[config.mk]
export PLATFORM = sky130hd
export DESIGN_NAME = dot_result_writer
export DESIGN_NICKNAME = d
export VERILOG_FILES = /design/src/rtl/dot_result_writer.sv
export SDC_FILE = /design/constraint.sdc
export NUM_CORES = 1
export LEC_CHECK = 0
export ABC_AREA = 1
export BUFFER_PORTS_ARGS = -buffer_cell sky130_fd_sc_hd__buf_2
export CAP_MARGIN = 10
export CORE_MARGIN = 3
export CORE_UTILIZATION = 50
export DETAILED_ROUTE_END_ITERATION = 6
export PLACE_DENSITY_LB_ADDON = 0.15
export SLEW_MARGIN = 20
export SYNTH_ARGS = -nofsm -noshare
export SYNTH_HDL_FRONTEND = slang
export SYNTH_SLANG_ARGS = --single-unit
[constraint.sdc]
create_clock -name clock -period 7.6 [get_ports clock]
set_clock_uncertainty 0.2 [all_clocks]
set_input_delay 1.52 -clock clock [delete_from_list [all_inputs] [get_ports clock]]
set_output_delay 1.52 -clock clock [all_outputs]
set_load 0.005 [all_outputs]
[src/rtl/dot_result_writer.sv]
// Dot-product result sink: buffers adder-tree results in a small FIFO, writes them
// row-major into the result RAM and keeps a running checksum of everything written.
module dot_result_writer #(
  parameter int DATA_WIDTH = 16,
  parameter int N          = 64,
  parameter int ADDR_WIDTH = 12,
  parameter int FIFO_DEPTH = 4
) (
  input  logic                  clock,
  input  logic                  reset_l,
  input  logic                  start,
  input  logic                  sum_valid,
  input  logic [DATA_WIDTH-1:0] sum_data,
  output logic                  sum_ready,
  input  logic                  mem_busy,
  output logic                  mem_wr_en,
  output logic [ADDR_WIDTH-1:0] mem_addr,
  output logic [DATA_WIDTH-1:0] mem_wr_data,
  output logic [DATA_WIDTH-1:0] checksum,
  output logic                  busy,
  output logic                  done
);

  localparam int CNT_W = ADDR_WIDTH + 1;
  localparam logic [CNT_W-1:0] TOTAL = CNT_W'(N * N);
  localparam int PTR_W = $clog2(FIFO_DEPTH);
  localparam int RC_W = (N > 1) ? $clog2(N) : 1;
  localparam logic [RC_W-1:0] LAST_RC = RC_W'(N - 1);

  typedef enum logic [1:0] {
    S_IDLE  = 2'd0,
    S_RUN   = 2'd1,
    S_DRAIN = 2'd2,
    S_DONE  = 2'd3
  } state_t;

  state_t                state_q, state_d;
  logic [CNT_W-1:0]      acc_q, acc_d;
  logic [CNT_W-1:0]      wr_q, wr_d;
  logic [RC_W-1:0]       row_q, row_d;
  logic [RC_W-1:0]       col_q, col_d;
  logic [DATA_WIDTH-1:0] sum_q, sum_d;
  logic [PTR_W:0]        wptr_q, wptr_d;
  logic [PTR_W:0]        rptr_q, rptr_d;
  logic                  wen_q, wen_d;
  logic [ADDR_WIDTH-1:0] addr_q, addr_d;
  logic [DATA_WIDTH-1:0] wdata_q, wdata_d;
  logic [DATA_WIDTH-1:0] fifo_q [FIFO_DEPTH];

  logic                  full_s, empty_s, active_s, push_s, pop_s;
  logic [DATA_WIDTH-1:0] head_s;
  logic [ADDR_WIDTH-1:0] addr_s;

  // Extra pointer MSB distinguishes full from empty when the indices match.
  assign empty_s   = (wptr_q == rptr_q);
  assign full_s    = (wptr_q[PTR_W] != rptr_q[PTR_W]) &&
                     (wptr_q[PTR_W-1:0] == rptr_q[PTR_W-1:0]);
  assign active_s  = (state_q == S_RUN) || (state_q == S_DRAIN);
  assign sum_ready = (state_q == S_RUN) && !full_s && (acc_q < TOTAL);
  assign push_s    = sum_valid && sum_ready;
  assign pop_s     = active_s && !empty_s && !mem_busy;
  assign head_s    = fifo_q[rptr_q[PTR_W-1:0]];
  assign addr_s    = ADDR_WIDTH'(row_q) * ADDR_WIDTH'(N) + ADDR_WIDTH'(col_q);

  // FIFO storage needs no reset: only slots between the pointers are ever read.
  always_ff @(posedge clock) begin
    if (push_s) begin
      fifo_q[wptr_q[PTR_W-1:0]] <= sum_data;
    end
  end

  // Next-state and datapath update; push is evaluated before pop so DRAIN->DONE wins.
  always_comb begin
    state_d = state_q;
    acc_d   = acc_q;
    wr_d    = wr_q;
    row_d   = row_q;
    col_d   = col_q;
    sum_d   = sum_q;
    wptr_d  = wptr_q;
    rptr_d  = rptr_q;
    wen_d   = 1'b0;
    addr_d  = addr_q;
    wdata_d = wdata_q;
    case (state_q)
      S_IDLE, S_DONE: begin
        if (start) begin
          state_d = S_RUN;
          acc_d   = {CNT_W{1'b0}};
          wr_d    = {CNT_W{1'b0}};
          row_d   = {RC_W{1'b0}};
          col_d   = {RC_W{1'b0}};
          sum_d   = {DATA_WIDTH{1'b0}};
          wptr_d  = {(PTR_W+1){1'b0}};
          rptr_d  = {(PTR_W+1){1'b0}};
        end else begin
          state_d = state_q;
        end
      end
      S_RUN, S_DRAIN: begin
        if (push_s) begin
          wptr_d  = wptr_q + (PTR_W+1)'(1);
          acc_d   = acc_q + CNT_W'(1);
          state_d = (acc_d == TOTAL) ? S_DRAIN : state_q;
        end else begin
          wptr_d = wptr_q;
        end
        if (pop_s) begin
          rptr_d  = rptr_q + (PTR_W+1)'(1);
          wr_d    = wr_q + CNT_W'(1);
          sum_d   = sum_q + head_s;
          wen_d   = 1'b1;
          addr_d  = addr_s;
          wdata_d = head_s;
          if (col_q == LAST_RC) begin
            col_d = {RC_W{1'b0}};
            row_d = (row_q == LAST_RC) ? {RC_W{1'b0}} : row_q + RC_W'(1);
          end else begin
            col_d = col_q + RC_W'(1);
          end
          state_d = (wr_d == TOTAL) ? S_DONE : state_d;
        end else begin
          wen_d = 1'b0;
        end
      end
      default: begin
        state_d = S_IDLE;
      end
    endcase
  end

  // State and datapath registers with asynchronous clear.
  always_ff @(posedge clock or negedge reset_l) begin
    if (!reset_l) begin
      state_q <= S_IDLE;
      acc_q   <= {CNT_W{1'b0}};
      wr_q    <= {CNT_W{1'b0}};
      row_q   <= {RC_W{1'b0}};
      col_q   <= {RC_W{1'b0}};
      sum_q   <= {DATA_WIDTH{1'b0}};
      wptr_q  <= {(PTR_W+1){1'b0}};
      rptr_q  <= {(PTR_W+1){1'b0}};
      wen_q   <= 1'b0;
      addr_q  <= {ADDR_WIDTH{1'b0}};
      wdata_q <= {DATA_WIDTH{1'b0}};
    end else begin
      state_q <= state_d;
      acc_q   <= acc_d;
      wr_q    <= wr_d;
      row_q   <= row_d;
      col_q   <= col_d;
      sum_q   <= sum_d;
      wptr_q  <= wptr_d;
      rptr_q  <= rptr_d;
      wen_q   <= wen_d;
      addr_q  <= addr_d;
      wdata_q <= wdata_d;
    end
  end

  assign mem_wr_en   = wen_q;
  assign mem_addr    = addr_q;
  assign mem_wr_data = wdata_q;
  assign checksum    = sum_q;
  assign busy        = active_s;
  assign done        = (state_q == S_DONE);

endmodule

# Word level (Yosys, flattened, before mapping)
# Memory sizes are Yosys's and may differ from the RTL's.
# Cells that the tools add are included.
[word_totals] ff_bits=91 mem_bits_rw=64 output_inout_bits=48 memories=1
[memory_table] memory="fifo_q" depth=4 width=16 read_ports=1 rd_ports_with_merged_regs=0 wr=1 line_no="48" text="logic [DATA_WIDTH-1:0] fifo_q [FIFO_DEPTH];"
[classes] add_sub_neg=8 n_lt_le_gt_ge=1 eq_ne=14 muxes=31 n_reduce_logical=17
[ops] operator="case mux 13 bit (2 select lines)" count=2
[ops] operator="two-way mux 13 bit" count=3
[ops] operator="two-way mux 6 bit" count=6
[ops] operator="two-way mux 16 bit" count=2
[ops] operator="case mux 16 bit (2 select lines)" count=1
[ops] operator="adder 13 x 1 -> 13 bit (second input constant)" count=2
[ops] operator="== test 13 bit (second input constant)" count=2
[ops] operator="case mux 6 bit (2 select lines)" count=2
[ops] operator="adder 16 bit" count=1
[ops] operator="less-than comparator 13 bit (second input constant)" count=1
[ops] operator="adder 12 x 6 -> 12 bit" count=1
[ops] operator="adder 6 x 1 -> 6 bit (second input constant)" count=2
[ops] operator="== test 6 bit (second input constant)" count=2
[ops] operator="case mux 3 bit (2 select lines)" count=2
[ops] operator="two-way mux 2 bit" count=5
[ops] operator="two-way mux 3 bit" count=3
[ops] operator="!= test 2 bit (second input constant)" count=4
[ops] operator="adder 3 x 1 -> 3 bit (second input constant)" count=2
[ops] operator="logical AND 1 bit" count=6
[ops] operator="AND reduction 2 bit" count=3
[ops] operator="== test 2 bit (second input constant)" count=2
[ops] operator="two-way mux 1 bit" count=4
[ops] operator="case mux 2 bit (2 select lines)" count=1
[ops] operator="OR reduction 2 bit" count=2
[ops] operator="8 further kinds" count=10

# Longest topological paths before layout
# Gate-level depths: netlist of run 1.
[logic_depth] word_depth=10 mapped_depth=16

# Worst setup path after synthesis of run 1
# OpenSTA, ideal clock, no wires.
[synth_timing] path_type="input to register" from="in sum_valid" to="mem fifo_q[0][0], enable pin" setup_ns=0.389 arrival_ns=2.284 slack_ns=4.728 cell_stages=2 path_buffers=0 path_cell_list="nand2_4 -> nor2_1"
[synth_via] elab_chain_cells=3
[synth_lines] item="from (decl)" line_no="12" text="input logic sum_valid,"
[synth_lines] item="logical AND 1 bit" line_no="60" text="assign push_s = sum_valid && sum_ready;"
[synth_lines] item="two-way mux 1 bit" line_no="67" text="if (push_s) begin"
[synth_lines] item="two-way mux 1 bit (not written as such)" line_no="68" text="fifo_q[wptr_q[PTR_W-1:0]] <= sum_data;"
[synth_lines] item="to (decl)" line_no="48"
# No other way between the ends.

# Final worst setup path of run 1
[layout_timing] from="reg rptr_q[1]" to="out sum_ready"
[layout_via] elab_chain_cells=5
[layout_lines] item="from (decl)" line_no="44" text="logic [PTR_W:0] rptr_q, rptr_d;"
[layout_lines] item="from (signal assigned)" line_no="142" text="rptr_q <= {(PTR_W+1){1'b0}};"
[layout_lines] item="from (signal assigned)" line_no="154" text="rptr_q <= rptr_d;"
[layout_lines] item="== test 2 bit" line_no="57" text="(wptr_q[PTR_W-1:0] == rptr_q[PTR_W-1:0]);"
[layout_lines] item="logical AND 1 bit" line_no="56" text="assign full_s = (wptr_q[PTR_W] != rptr_q[PTR_W]) &&"
[layout_lines] item="zero test 1 bit" line_no="59" text="assign sum_ready = (state_q == S_RUN) && !full_s && (acc_q < TOTAL);"
[layout_lines] item="logical AND 1 bit (2 in series)" line_no="59"
[layout_lines] item="to (decl)" line_no="14" text="output logic sum_ready,"
# No other way between the ends.

==> results of run 1 <==
==> placed cells by master, fill, tap and decap left out, types with 2 or more instances in the layout <==
master / Yosys / routed
clkinv_8: 0 / 5
o22ai_1: 18 / 18
buf_4: 4 / 4
o21bai_1: 4 / 4
nand3_1: 38 / 38
nand4_1: 9 / 9
edfxtp_1: 64 / 64
dfrtp_1: 91 / 91
xor2_1: 8 / 8
xnor2_1: 4 / 4
o21ai_2: 7 / 7
a21oi_1: 22 / 22
o21a_1: 2 / 2
inv_1: 69 / 69
o21ai_1: 8 / 8
buf_2: 9 / 67
inv_6: 0 / 2
nor2_2: 3 / 7
clkinv_4: 0 / 2
inv_4: 2 / 2
a22o_1: 3 / 3
inv_8: 0 / 6
nand2_4: 2 / 2
a21o_1: 2 / 2
clkbuf_16: 0 / 17
nand2_2: 4 / 4
nor2_1: 80 / 76
nor3_1: 3 / 3
nand3b_1: 2 / 2
o22ai_2: 3 / 3
inv_2: 4 / 4
o21ai_0: 85 / 85
nand2_1: 231 / 231
ha_1: 26 / 26
==> sequential cells by signal, indices dropped and copies added, names as in the netlist <==
name / cells
col_q: 6
mem_wr_data: 16
checksum: 16
mem_wr_en: 1
mem_addr: 12
acc_q: 13
wr_q: 13
rptr_q: 3
row_q: 6
state_q: 2
fifo_q: 64
wptr_q: 3
==> logic make-up after synthesis <==
family / Yosys count
AO/OA/AOI/OAI: 159
XOR/XNOR: 13
adder cells (fa/ha/maj): 27
buffers and inverters: 102
flip-flops: 155
AND/OR/NAND/NOR: 377
==> final cells by class <==
| type | instances | area, um^2 | share of cell area (%) |
|---|---|---|---|
| clock buffers | 17 | 425 | 4.92 |
| well taps | 184 | 230 | 2.66 |
| inverters | 75 | 287 | 3.31 |
| repair buffers | 71 | 365 | 4.22 |
| multi-input cells | 576 | 2960 | 34.2 |
| clock inverters | 15 | 184 | 2.13 |
| flip-flops and latches | 155 | 4200 | 48.5 |
==> metrics by stage <==
stage          std cells  setup WS [ns]  power, uW  hold WS (ns)
3_5_place_dp        1061           4.16       2610         0.263
6_report            1093           4.05       3440         0.282
3_3_place_gp        1061           4.18       2570         0.260
4_1_cts             1093           4.03       3470         0.286
5_1_grt             1093           3.84       3720         0.304
2_1_floorplan        833           4.73       2190         0.264
==> report_power, final <==
part	total (uW)	internal, uW	leakage, uW	switching [uW]
clock	850	447	0.000298	403
combinational	1380	518	0.00203	862
sequential	1210	1060	0.00164	156
total	3440	2020	0.00397	1420
==> critical path, cell delays in order, from the launching register on <==
cell,delay [ns]
dfrtp_1,0.75
xnor2_2,0.21
nand3b_1,0.14
nand2_1,0.10
inv_2,0.07
buf_2,0.13
==> layer usage <==
metal  track usage [%]  vias up
met3              4.58       26
met2              35.0      136
met5                 0        -
met1              27.7     2778
li1                  -     2903
met4              7.52        0
==> cells in the mapped netlist (2+ instances only) <==
cell type    n
xor2_1       8
a22o_1       3
nand3b_1     2
nand2_4      2
o21a_1       2
inv_2        4
clkbuf_1     9
nor2_1      80
nand4_1      9
dfrtp_1     91
xnor2_1      4
o21ai_1      8
nor3_1       3
nor2_2       3
nand2_2      4
o22ai_2      3
inv_4        2
o21ai_0     85
buf_6        3
o22ai_1     18
nand2_1    231
edfxtp_1    64
nand3_1     38
a21o_1       2
inv_1       69
buf_4        4
ha_1        26
o21bai_1     4
a21oi_1     22
o21ai_2      7
buf_2        9
==> how the worst max path moves through the flow <==
stage                   endpoint  slack (ns)  cells after the start
finish                 sum_ready        4.05                      5
global route        checksum[10]        3.84                     12
CTS                    sum_ready        4.03                      5
detailed placement    state_q[0]        4.16                     11
global placement      state_q[1]        4.18                     11
floorplan           fifo_q[0][0]        4.73                      2
==> impl_metrics.env, run 1 <==
export IMPL_status="finished clean"
export IMPL_die_area_um2=16700
export IMPL_dp_hpwl_um=11500
export IMPL_post_cts_setup_buffers=0
export IMPL_relSlewSlack_pct=34.2
export IMPL_cts_resized_gates=0
export IMPL_setup_tns_ns=0
export IMPL_min_period_ns=3.55
export IMPL_rsz0062_at_grt="false"
export IMPL_holdCritStartpoint="mem_addr[3]"
export IMPL_netlist_instances=833
export IMPL_portBuffers=68
export IMPL_track_usage_pct=21.1
export IMPL_cp_max_fo=19
export IMPL_synth_largest_area_cell="dfrtp_1"
export IMPL_clock_sinks=155
export IMPL_finalWirelength_um=16900
export IMPL_drt_initial_drc_count=417
export IMPL_via_count=5843
export IMPL_synthAdderAreaFrac_pct=4.53
export IMPL_worst_pin_slew_ns=0.986
export IMPL_area_growth_pct=13.6
export IMPL_path_class="reg2out"
export IMPL_tritoncts="done"
export IMPL_synth_top_family_by_area="simple AND/OR/NAND/NOR gates"
export IMPL_clock_tree_root_cell="clkbuf_16"
export IMPL_wl_per_cell_um=15.5
export IMPL_top_layer="met4"
export IMPL_syn_area_per_cell_um2=9.14
export IMPL_n_fill_cell=1267
export IMPL_synth_top_cells_by_area="dfrtp_1 30%, edfxtp_1 25%, nand2_1 11%, o21ai_0 5.6%, ha_1 4.3%"
export IMPL_end_kind="primary output"
export IMPL_synth_ff_type="dfrtp_1"
export IMPL_clk_pin_slew_ns=0.07
export IMPL_hold_class="reg2reg"
export IMPL_ys_seq_area_share_pct=55.1
export IMPL_die_x_um=129
export IMPL_gp_congestion=0.871
export IMPL_clock_path_buffers=2
export IMPL_fmax_ghz=0.282
export IMPL_r2r_start="rptr_q[1]"
export IMPL_ant_nets=0
export IMPL_dr_pass1_iters=5
export IMPL_synth_top_area_share_pct=29.9
export IMPL_route_met2_wl_um=8120
export IMPL_grt_pass1_vias=5562
export IMPL_ys_seq_elements=155
export IMPL_r2r_setup_slack_ns=4.21
export IMPL_synth_edf_count=64
export IMPL_drive_gt1_share_pct=15.3
export IMPL_cts_hold_buf=0
export IMPL_synthArstFlopShare_pct=58.7
export IMPL_viasPerCell=5.35
export IMPL_diodes=0
export IMPL_wl_met3_um=782
export IMPL_numCtsBuffers=17
export IMPL_antenna_found_initial=0
export IMPL_synthMuxAreaShare_pct=0
export IMPL_chipHeight_um=129
export IMPL_io_pin_count=69
export IMPL_cp_arrival_ns=1.83
export IMPL_startpoint="rptr_q[1]"
export IMPL_grt_max_degree=58
export IMPL_coreArea_um2=14700
export IMPL_route_detailed_drc=0
export IMPL_final_util_pct=58.9
export IMPL_synth_warnings=0
export IMPL_crit_path_start_kind="register"
export IMPL_grt_first_pass_wirelength_um=27600
export IMPL_synth_nets=881
export IMPL_rows=44
export IMPL_final_area_um2=8650
export IMPL_initial_core_util_pct=51.8
export IMPL_placed_area_um2=8040
export IMPL_synth_compound_area_share_pct=12.1
export IMPL_gr_total_overflow=0
export IMPL_clock_latency_ns=0.43
export IMPL_setup_viol=0
export IMPL_power_density_nw_per_um2=398
export IMPL_netlist_area_um2=7610
export IMPL_synth_distinct_cells=45
export IMPL_maxCapViolCount=0
export IMPL_cp_required_ns=5.88
export IMPL_min_delay_path_depth=2
export IMPL_r2r_cells=12
export IMPL_ctsHtreeMaxLevel=4
export IMPL_nets=944
export IMPL_fin_crit_sh_pct=46.7
export IMPL_vdd_drop_max_uv=240
export IMPL_synthSimpleGateAreaFrac_pct=20.6
export IMPL_slew_viol_final=0
export IMPL_hold_viol=0
export IMPL_p_leak_uw=0.00397
export IMPL_met1Wirelength_um=7690
export IMPL_min_to="mem_addr[3]"
export IMPL_synth_xor_xnor_area_share_pct=1.59
export IMPL_r2r_end="checksum[10]"
No activity file was read; power rests on OpenSTA's default activity.
==> inputs of run 2 (changes only) <==
--- a/config.mk
+++ b/config.mk
@@ -5,7 +5,7 @@
 export SDC_FILE = /design/constraint.sdc
 export NUM_CORES = 1
 export LEC_CHECK = 0
-export ABC_AREA = 1
+export ABC_AREA = 0
 export BUFFER_PORTS_ARGS = -buffer_cell sky130_fd_sc_hd__buf_2
 export CAP_MARGIN = 10
 export CORE_MARGIN = 3
==> constraint.sdc (replaced) <==
create_clock -name clock -period 3.5 [get_ports clock]
set_clock_uncertainty 0.2 [all_clocks]
set_input_delay 0.7 -clock clock [delete_from_list [all_inputs] [get_ports clock]]
set_output_delay 0.7 -clock clock [all_outputs]
set_load 0.005 [all_outputs]
==> impl_metrics.env, run 2 <==
export IMPL_synth_distinct_cells=64
export IMPL_critPathTopFamily="compound AO/OA/AOI/OAI gates"
export IMPL_clk_pin_slew_ns=0.06
export IMPL_p_leak_uw=0.00369
export IMPL_fin_crit_sh_pct=92.4
export IMPL_portBuffers=68
export IMPL_ant_nets=0
export IMPL_grt_max_degree=54
export IMPL_nets=771
export IMPL_critPathSlowestCell="mux4_1"
export IMPL_clock_latency_ns=0.42
export IMPL_worst_pin_slew_ns=0.678
export IMPL_coreArea_um2=14100
export IMPL_wl_met3_um=653
export IMPL_setup_tns_ns=0
export IMPL_maxCapViolCount=0
export IMPL_die_area_um2=16300
export IMPL_track_usage_pct=21.1
export IMPL_synthArstFlopShare_pct=58.7
export IMPL_initial_core_util_pct=52.3
export IMPL_vdd_drop_max_uv=539
export IMPL_gp_congestion=0.892
export IMPL_gr_total_overflow=0
export IMPL_fin_hold_ws_ns=0.0578
export IMPL_slew_viol_final=0
export IMPL_io_pin_count=69
export IMPL_min_period_ns=3.23
export IMPL_route_detailed_drc=0
export IMPL_grt_first_pass_wirelength_um=27100
export IMPL_dr_pass1_iters=5
export IMPL_cts_hold_buf=0
export IMPL_finalWirelength_um=16300
export IMPL_status="finished clean"
export IMPL_chipHeight_um=128
export IMPL_viasPerCell=5.77
export IMPL_synth_top_area_share_pct=30.8
export IMPL_grt_pass1_vias=5310
export IMPL_final_area_um2=8510
export IMPL_power_density_nw_per_um2=913
export IMPL_synth_warnings=0
export IMPL_wl_per_cell_um=17.8
export IMPL_diodes=0
export IMPL_ys_seq_elements=155
export IMPL_netlist_area_um2=7400
export IMPL_hold_viol=0
export IMPL_netlist_instances=653
export IMPL_r2r_setup_slack_ns=0.27
export IMPL_clock_path_buffers=2
export IMPL_largest_register_ffs=64
export IMPL_drive_gt1_share_pct=17.8
export IMPL_top_layer="met4"
export IMPL_ys_seq_area_share_pct=56.7
export IMPL_cp_arrival_ns=3.34
export IMPL_dp_hpwl_um=10900
export IMPL_cp_max_fo=17
export IMPL_crit_path_cell_trace="buf_12 > mux4_1 > ha_1 > a21oi_1 > o21ai_0 > a41o_1 > or3_1 > and3_1 > a211o_1"
export IMPL_clock_tree_root_cell="clkbuf_16"
export IMPL_synth_ff_type="dfrtp_1"
export IMPL_dp_cells=884
export IMPL_final_cell_mix="133 x nand2_1, 90 x dfrtp_1, 67 x buf_2"
export IMPL_cp_num_buf_inv=1
export IMPL_clock_sinks=155
export IMPL_syn_area_per_cell_um2=11.3
export IMPL_via_count=5287
export IMPL_die_x_um=128
export IMPL_end_kind="register"
export IMPL_crit_path_start_kind="register"
export IMPL_drt_initial_drc_count=533
export IMPL_placed_area_um2=7920
export IMPL_setup_viol=0
export IMPL_hold_class="in2async"
export IMPL_post_cts_setup_buffers=0
export IMPL_synth_top_cells_by_area="dfrtp_1 31%, edfxtp_1 26%, nand2_1 6.7%, ha_1 4.4%, o21ai_0 3.8%"
export IMPL_final_util_pct=60.1
export IMPL_synth_edf_count=64
export IMPL_tritoncts="done"
export IMPL_worst_path_largest_cell_delay_ns=0.60
export IMPL_stdcell_count=916
export IMPL_layout_commonest_cell="nand2_1"
export IMPL_synth_nets=701
export IMPL_cp_required_ns=3.60
export IMPL_antenna_found_initial=0
export IMPL_relSlewSlack_pct=54.7
export IMPL_path_class="reg2reg"
export IMPL_rsz0062_at_grt="false"
export IMPL_route_met2_wl_um=8090
export IMPL_numCtsBuffers=17
export IMPL_synth_commonest_cells="133 x nand2_1, 91 x dfrtp_1, 64 x edfxtp_1"
export IMPL_met1Wirelength_um=7370
export IMPL_rows=43
export IMPL_fmax_ghz=0.309
export IMPL_area_growth_pct=15.0
export IMPL_yosysMostFrequentCell="nand2_1"
export IMPL_ctsHtreeMaxLevel=4
export IMPL_synth_largest_area_cell="dfrtp_1"
==> run 2: cell count changes after synthesis, moves of 9 or more <==
cell	delta
nand3_1	-11
inv_1	-58
and3_1	+12
nor2_1	-55
xnor2_1	+10
o21ai_0	-29
o22ai_1	-17
o31ai_1	+9
mux4_2	+10
nand2_1	-98
==> run 2: report_power, final <==
part | leakage (uW) | switching, uW | internal, uW
sequential | 0.00174 | 378 | 2430
combinational | 0.00167 | 1830 | 1340
clock | 0.000278 | 746 | 1050
total | 0.00369 | 2950 | 4820
==> run 2: worst reg2reg max path, delay by kind of cell (launching register included) <==
family                   cells  cell delay, ns
AO/OA/AOI/OAI                4            0.82
adder cells (fa/ha/maj)      1            0.37
buffers and inverters        1            0.20
flip-flops                   1            0.44
multiplexers                 1            0.61
AND/OR/NAND/NOR              2            0.49
==> run 2: area by class of cell <==
type | count | area, um^2
fillers | 1156 | 5640
flip-flops and latches | 155 | 4200
multi-input cells | 458 | 3020
repair buffers | 79 | 438
clock buffers | 18 | 429
well taps | 180 | 225
clock inverters | 14 | 146
inverters | 12 | 50.0
==> run 2: worst paths after layout <==
check	from	to	depth (start not counted)
setup reg to reg	rptr_q[0]	checksum[15]	9
hold / removal	reset_l	acc_q[8]	1
max in group asynchronous	reset_l	rptr_q[0]	2
min in group clock	mem_addr[1]	mem_addr[1]	2
hold reg to reg	mem_addr[1]	mem_addr[1]	2
setup / recovery	rptr_q[0]	checksum[15]	9
==> run 2: per-stage QoR <==
| stage | setup slack, ns | power (uW) |
|---|---|---|
| 2_1_floorplan | 0.100 | 5050 |
| 3_3_place_gp | 0.180 | 5880 |
| 3_5_place_dp | 0.143 | 5990 |
| 4_1_cts | 0.145 | 7810 |
| 5_1_grt | 0.0631 | 8360 |
| 6_report | 0.266 | 7770 |
==> run 2: layer usage <==
metal,vias up,track usage [%]
met4,0,6.30
met2,105,35.1
met3,16,5.21
li1,2535,-
met5,-,0
met1,2631,27.8
==> run 2: cells by family after synthesis <==
family	synth area share, %
compound gates	12.4
mux	5.58
flops	56.7
fa+ha+maj	4.67
xor+xnor	2.60
simple gates	15.4
buf+inv	2.62
==> run 2: timing repair <==
| item | in CTS | in global routing |
|---|---|---|
| resized for setup | 0 | 3 |
| hold endpoints to repair | 0 | 0 |
| setup endpoints to repair | 0 | 3 |
